$ cat config.mk
export PLATFORM = sky130hd
export DESIGN_NAME = module_spi_seq_ctrl
export DESIGN_NICKNAME = d
export VERILOG_FILES = /design/src/rtl/spi_seq_pkg.sv /design/src/rtl/module_spi_seq_timeout.sv /design/src/rtl/module_spi_seq_ctrl.sv
export SDC_FILE = /design/constraint.sdc
export NUM_CORES = 1
export LEC_CHECK = 0
export CAP_MARGIN = 20
export CORE_MARGIN = 3
export CORE_UTILIZATION = 50
export DETAILED_ROUTE_END_ITERATION = 8
export PLACE_DENSITY_LB_ADDON = 0.1
export SLEW_MARGIN = 5
export SYNTH_ARGS = -nofsm -noshare
export SYNTH_HDL_FRONTEND = slang
export SYNTH_SLANG_ARGS = --single-unit
export TNS_END_PERCENT = 20
$ cat constraint.sdc
create_clock -name clk_i -period 2.35 [get_ports clk_i]
set_input_delay 0.5875 -clock clk_i [delete_from_list [all_inputs] [get_ports clk_i]]
set_output_delay 0.5875 -clock clk_i [all_outputs]
set_load 0.1 [all_outputs]
$ cat src/rtl/spi_seq_pkg.sv
// Shared types and constants for the SPI transaction sequencer.
package spi_seq_pkg;

    typedef enum logic [2:0] {
        ST_IDLE      = 3'd0,
        ST_LOAD_CTRL = 3'd1,
        ST_WAIT_CTRL = 3'd2,
        ST_LOAD_DATA = 3'd3,
        ST_WAIT_DATA = 3'd4,
        ST_FINISH    = 3'd5
    } spi_seq_state_t;

    localparam logic MUX_SEL_CTRL = 1'b0;
    localparam logic MUX_SEL_DATA = 1'b1;

    localparam int unsigned TIMEOUT_CYCLES_DFLT = 1024;

endpackage

$ cat src/rtl/module_spi_seq_timeout.sv
// Watchdog for the sequencer wait states: cleared before each wait,
// counts wait cycles and flags expiry on the TIMEOUT_CYCLES-th one.
module module_spi_seq_timeout #(
    parameter int unsigned TIMEOUT_CYCLES = 1024
) (
    input  logic clk_i,
    input  logic rst_i,
    input  logic clr_i,
    input  logic en_i,
    output logic expired_c
);

    localparam int unsigned CNT_W = $clog2(TIMEOUT_CYCLES) + 1;

    logic [CNT_W-1:0] cnt_q;

    always_ff @(posedge clk_i) begin
        if (rst_i || clr_i) begin
            cnt_q <= '0;
        end else if (en_i && !expired_c) begin
            cnt_q <= cnt_q + CNT_W'(1);
        end
    end

    assign expired_c = en_i && (cnt_q == CNT_W'(TIMEOUT_CYCLES - 1));

endmodule

$ cat src/rtl/module_spi_seq_ctrl.sv
// SPI transaction sequencer: control word then N data words through the
// external 2:1 mux. Optional watchdog/err_o under SPI_SEQ_TIMEOUT_EN.
module module_spi_seq_ctrl
    import spi_seq_pkg::*;
#(
    parameter int unsigned DATA_WIDTH     = 32,
    parameter int unsigned ADDR_WIDTH     = 5,
    parameter int unsigned TIMEOUT_CYCLES = TIMEOUT_CYCLES_DFLT
) (
    input  logic                  clk_i,
    input  logic                  rst_i,
    input  logic                  send_i,
    input  logic [ADDR_WIDTH-1:0] n_words_i,
    input  logic                  shift_done_i,
    output logic                  mux_sel_o,
    output logic                  load_o,
    output logic                  cs_n_o,
    output logic [ADDR_WIDTH-1:0] rd_addr_o,
    output logic                  wr_en_o,
    output logic [ADDR_WIDTH-1:0] wr_addr_o,
    output logic                  busy_o,
    output logic                  done_o
`ifdef SPI_SEQ_TIMEOUT_EN
    ,
    output logic                  err_o
`endif
);

    spi_seq_state_t        state;
    logic [ADDR_WIDTH-1:0] n_q;
    logic [ADDR_WIDTH-1:0] idx;
    logic [ADDR_WIDTH-1:0] idx_inc;

    assign idx_inc = idx + ADDR_WIDTH'(1);

    // Word width and watchdog limit only matter outside this block / with the macro.
    if (DATA_WIDTH == 0 || TIMEOUT_CYCLES == 0) begin : g_unsupported_cfg
    end

`ifdef SPI_SEQ_TIMEOUT_EN
    logic timeout_c;

    module_spi_seq_timeout #(
        .TIMEOUT_CYCLES(TIMEOUT_CYCLES)
    ) u_timeout (
        .clk_i    (clk_i),
        .rst_i    (rst_i),
        .clr_i    ((state == ST_LOAD_CTRL) || (state == ST_LOAD_DATA)),
        .en_i     ((state == ST_WAIT_CTRL) || (state == ST_WAIT_DATA)),
        .expired_c(timeout_c)
    );
`endif

    always_ff @(posedge clk_i) begin
        if (rst_i) begin
            state     <= ST_IDLE;
            n_q       <= '0;
            idx       <= '0;
            mux_sel_o <= MUX_SEL_CTRL;
            load_o    <= 1'b0;
            cs_n_o    <= 1'b1;
            rd_addr_o <= '0;
            wr_en_o   <= 1'b0;
            wr_addr_o <= '0;
            busy_o    <= 1'b0;
            done_o    <= 1'b0;
`ifdef SPI_SEQ_TIMEOUT_EN
            err_o     <= 1'b0;
`endif
        end else begin
            load_o  <= 1'b0;
            wr_en_o <= 1'b0;
            done_o  <= 1'b0;

            case (state)
                ST_IDLE: begin
                    if (send_i) begin
                        state     <= ST_LOAD_CTRL;
                        n_q       <= n_words_i;
                        idx       <= '0;
                        cs_n_o    <= 1'b0;
                        mux_sel_o <= MUX_SEL_CTRL;
                        rd_addr_o <= '0;
                        load_o    <= 1'b1;
                        busy_o    <= 1'b1;
`ifdef SPI_SEQ_TIMEOUT_EN
                        err_o     <= 1'b0;
`endif
                    end
                end

                ST_LOAD_CTRL: state <= ST_WAIT_CTRL;

                // Control-phase receive data is dropped; no write strobe.
                ST_WAIT_CTRL: begin
                    if (shift_done_i) begin
                        if (n_q == '0) begin
                            state     <= ST_FINISH;
                            cs_n_o    <= 1'b1;
                            done_o    <= 1'b1;
                            mux_sel_o <= MUX_SEL_CTRL;
                        end else begin
                            state     <= ST_LOAD_DATA;
                            mux_sel_o <= MUX_SEL_DATA;
                            rd_addr_o <= idx;
                            load_o    <= 1'b1;
                        end
                    end
`ifdef SPI_SEQ_TIMEOUT_EN
                    else if (timeout_c) begin
                        state     <= ST_FINISH;
                        cs_n_o    <= 1'b1;
                        done_o    <= 1'b1;
                        mux_sel_o <= MUX_SEL_CTRL;
                        err_o     <= 1'b1;
                    end
`endif
                end

                ST_LOAD_DATA: state <= ST_WAIT_DATA;

                ST_WAIT_DATA: begin
                    if (shift_done_i) begin
                        wr_en_o   <= 1'b1;
                        wr_addr_o <= idx;
                        idx       <= idx_inc;
                        if (idx_inc == n_q) begin
                            state     <= ST_FINISH;
                            cs_n_o    <= 1'b1;
                            done_o    <= 1'b1;
                            mux_sel_o <= MUX_SEL_CTRL;
                        end else begin
                            state     <= ST_LOAD_DATA;
                            rd_addr_o <= idx_inc;
                            load_o    <= 1'b1;
                        end
                    end
`ifdef SPI_SEQ_TIMEOUT_EN
                    else if (timeout_c) begin
                        state     <= ST_FINISH;
                        cs_n_o    <= 1'b1;
                        done_o    <= 1'b1;
                        mux_sel_o <= MUX_SEL_CTRL;
                        err_o     <= 1'b1;
                    end
`endif
                end

                ST_FINISH: begin
                    state  <= ST_IDLE;
                    busy_o <= 1'b0;
                end

                default: begin
                    state     <= ST_IDLE;
                    cs_n_o    <= 1'b1;
                    mux_sel_o <= MUX_SEL_CTRL;
                    busy_o    <= 1'b0;
                end
            endcase
        end
    end

endmodule
==> metrics.sh <==
CRITICAL_PATH.REG2REG.STARTPOINT='idx[1]'
DESIGN.CORE.AREA_UM2=2880
GRTUSAGETOTAL_PCT=22.5
STARTING_UTILIZATION_OF_THE_CORE_AREA_PCT=54.4
FINAL.HOLD.WORST_SLACK_NS=0.461
N_FILL_CELL=247
WORSTSETUPENDPOINTTYPE='flop'
MAPPEDNETLISTNETS=207
MAXSLEWHEADROOM_PCT=51.3
MULTIINPUTGATEAREA_UM2=912
NUMBER_OF_CELLS_ON_THE_WORST_HOLD_PATH=2
TIMING.FINAL.MAX_SLEW_VIOLATIONS=0
GRT_SETUP_UNREPAIRED='no'
YS_FF_LATCH=29
WORSTPATHARRIVAL_NS=2.36
DIE_X_UM=61.9
MAX_CLOCK_SKEW_NS=0.00521
CP-START-KIND='flop'
ANTENNA_CELLS=0
SYNTH-SEQ-AREA-SHARE_PCT=37.1
DETAILEDROUTE.FIRSTITERATIONVIOLATIONS=141
SYNTHESIS.INSTANCES=197
SYNTH_LARGEST_TYPE_AREA_FRACTION_PCT=37.1
DIEHEIGHT_UM=61.9
POST_LAYOUT_NONFILLER_INSTANCES=273
SYNTH_COMMONEST_CELLS='nand2_1 (38), dfxtp_1 (29), a21oi_1 (20)'
STATUS='finished, final reports clean'
FINAL.MIN_CLOCK_PERIOD_NS=2.15
HPWL_UM=2750
IR_DROP_mV=0.423
DRT-TOTAL-WL_UM=3640
POSTCTSSETUPREPAIRBUFS=0
R2R_SETUP_SLACK_NS=0.20
POST_DRT_VIA_CELL_RATIO=5.55
GRT_OVERFLOW_TOTAL=0
DETAIL_ROUTE.WL_PER_CELL_UM=13.3
PERIOD_SHARE_PCT=91.4
DETAILEDPLACE.WORSTSLACK_NS=-0.00635
CTS_REPAIR_RESIZE_COUNT=0
NETLIST-CELL-TYPE-COUNT=46
FINAL-HOLD-VIOLATION-COUNT=0
PLACE.GP.CONGESTION=0.883
R2R_CELLS=7
CTS.SINK_COUNT=29
MAX-CAP-VIOLATIONS=0
YS_DOMINANT_REG_CELL='dfxtp_1'
DRT_DRC_VIOLATIONS_LEFT=0
GRT_ANTENNA_BEFORE_REPAIR=0
FP.DIEAREA_UM2=3840
GRT_MAX_DEGREE=25
PLACED_CELLS_INCL_TAPS=265
FIRST_GLOBAL_VIAS=1398
FP-ROW-COUNT=19
SYNTH.YOSYS.WARNINGS=0
DRT_PRE_ANTENNA_ITERS=4
INSERTION_DELAY_NS=0.32
CTS_INSERTED_BUFFERS=5
TIMING.FMAX_MHz=465
FIRST_PASS_GRT_WIRE_LENGTH_UM=6340
SYN-CELL-AREA_UM2=1560
CLOCK_ROOT_BUFFER='clkbuf_4'
SYN-MEAN-INSTANCE-AREA_UM2=7.94
ANTENNA_VIOLATING_NETS_POST_ROUTE=0
WORSTREG2REGEND='state[1]'
POST_SYNTH_MAIN_AREA_CONTRIBUTORS='dfxtp_1 (37%), nand2_1 (9.1%), a21oi_1 (6.4%)'
LAYOUT-AREA-OVERHEAD-VS-SYNTH_PCT=25.7
CELLPOWERDENSITY_nW_PER_UM2=684
TIMING.FINAL.WS_SETUP_NS=0.202
SYNTH_EDF_COUNT=0
SYNTH_TOP_AREA_CELL='dfxtp_1'
HOLD_PATH_END='wr_addr_o[3]'
PLACEMENT.IO_BUFFERS=24
POSTSYNTH.ASYNCRESETSHARE_PCT=0
WORST_SLEW_PIN_SLEW_NS=0.729
SEQCELLAREA_UM2=581
CTS-HOLD-FIX-BUFFERS=0
TRITONCTS='built'
WORST_MIN_PATH_START='wr_addr_o[3]'
CELLLEAKAGEPOWER_nW=0.797
SETUP_VIOLATIONS=0
CRITICAL_PATH.MAX_FANOUT=9
HP-CLASS='reg -> reg'
LAYOUT-DRIVE-GT1-SHARE_PCT=19.0
CLKTRANSATPATHREGS_NS=0.09
NUMBER_OF_PLACED_I_O_PINS=25
CTS_BUFFER_DEPTH=2
H-TREE-DEPTH=2
CRIT_TYPE='reg -> reg'
FINAL_NET_COUNT=240
DATA_REQUIRED_TIME_AT_THE_WORST_ENDPOINT_NS=2.56
DR_TOTAL_VIAS=1514
POST-SYNTH-TOP-COUNT-CELL='nand2_1'
[registers in the layout, summed over array words and instances, names as in the netlist]
name / flops
mux_sel_o: 1
done_o: 1
wr_en_o: 1
cs_n_o: 1
idx: 5
n_q: 5
busy_o: 1
rd_addr_o: 5
state: 3
wr_addr_o: 5
load_o: 1
[placed cells by master (no fill, tap or decap), types with 2 or more instances in the layout]
master and n:
a211o_1 2, a21o_1 4, a21oi_1 20, a22o_1 2, a22oi_1 2, and3_1 2, buf_4 33, clkbuf_4 5
clkdlybuf4s50_1 8, dfxtp_1 29, inv_1 2, mux2i_1 4, nand2_1 38, nand2b_1 9, nand3_1 3, nand3b_1 3
nor2_1 11, nor2b_1 4, nor3_1 4, nor3b_1 3, nor4bb_1 2, o21ai_0 7, or3_1 2, or4_1 2
xnor2_1 3, xor2_1 4
[cell type report]
class                      count  share of cell area (%)
sequential                    29                    29.5
multi-input combinational    151                    46.4
inverter                       2                   0.382
tap                           42                    2.67
clock buffer                   7                    2.80
clock inverter                 1                    1.53
timing repair buffer          41                    16.7
[where the power goes]
part	leakage [nW]	switching, W	internal, W
logic	0.516	0.000225	0.000139
registers	0.236	0.0000421	0.000518
clock network	0.0455	0.000166	0.000254
[worst max-delay path, cell delays in order, from the launching register on]
cell	delay [ns]
dfxtp_1	0.36
ha_1	0.27
xor2_1	0.24
o22ai_1	0.16
a2111oi_4	0.36
buf_4	0.23
nor3_1	0.06
or3_1	0.35
[how the worst max path moves through the flow]
stage	slack [ns]	endpoint	cells past startpoint	startpoint
2_1_floorplan	0.30	state[1]	6	idx[1]
3_3_place_gp	0.05	idx[4]	6	send_i
3_5_place_dp	-0.006	rd_addr_o[2]	6	shift_done_i
4_1_cts	0.21	state[1]	7	idx[1]
5_1_grt	0.07	state[1]	7	idx[1]
6_report	0.20	state[1]	7	idx[1]
[cells by family (layout without fill, tap and decap cells)]
family          Yosys count  after routing  synth area share, %
compound gates           48             48                 20.9
xor+xnor                  7              7                 3.92
fa+ha+maj                 1              1                0.800
buf+inv                  17             51                 4.56
flops                    29             29                 37.1
mux                       5              5                 3.28
simple gates             90             90                 29.4
[layer usage]
layer	GRT usage [%]	vias to the layer above	wire (um)
li1	-	755	-
met1	28.1	689	1600
met2	35.7	60	1730
met3	7.64	10	242
met4	8.48	0	73
met5	0	-	0
[through the flow]
| stage | power, W | cell area [um^2] | TNS [ns] | utilization (%) |
|---|---|---|---|---|
| 2_1_floorplan | 0.000825 | 1560 | 0 | - |
| 3_3_place_gp | 0.000927 | 1880 | 0 | 65.4 |
| 3_5_place_dp | 0.000932 | 1880 | -0.00635 | 65.4 |
| 4_1_cts | 0.00135 | 1970 | 0 | 68.3 |
| 5_1_grt | 0.00142 | 1970 | 0 | 68.3 |
| 6_report | 0.00134 | 1970 | 0 | 68.3 |
No activity file was read; power rests on OpenSTA's default activity.
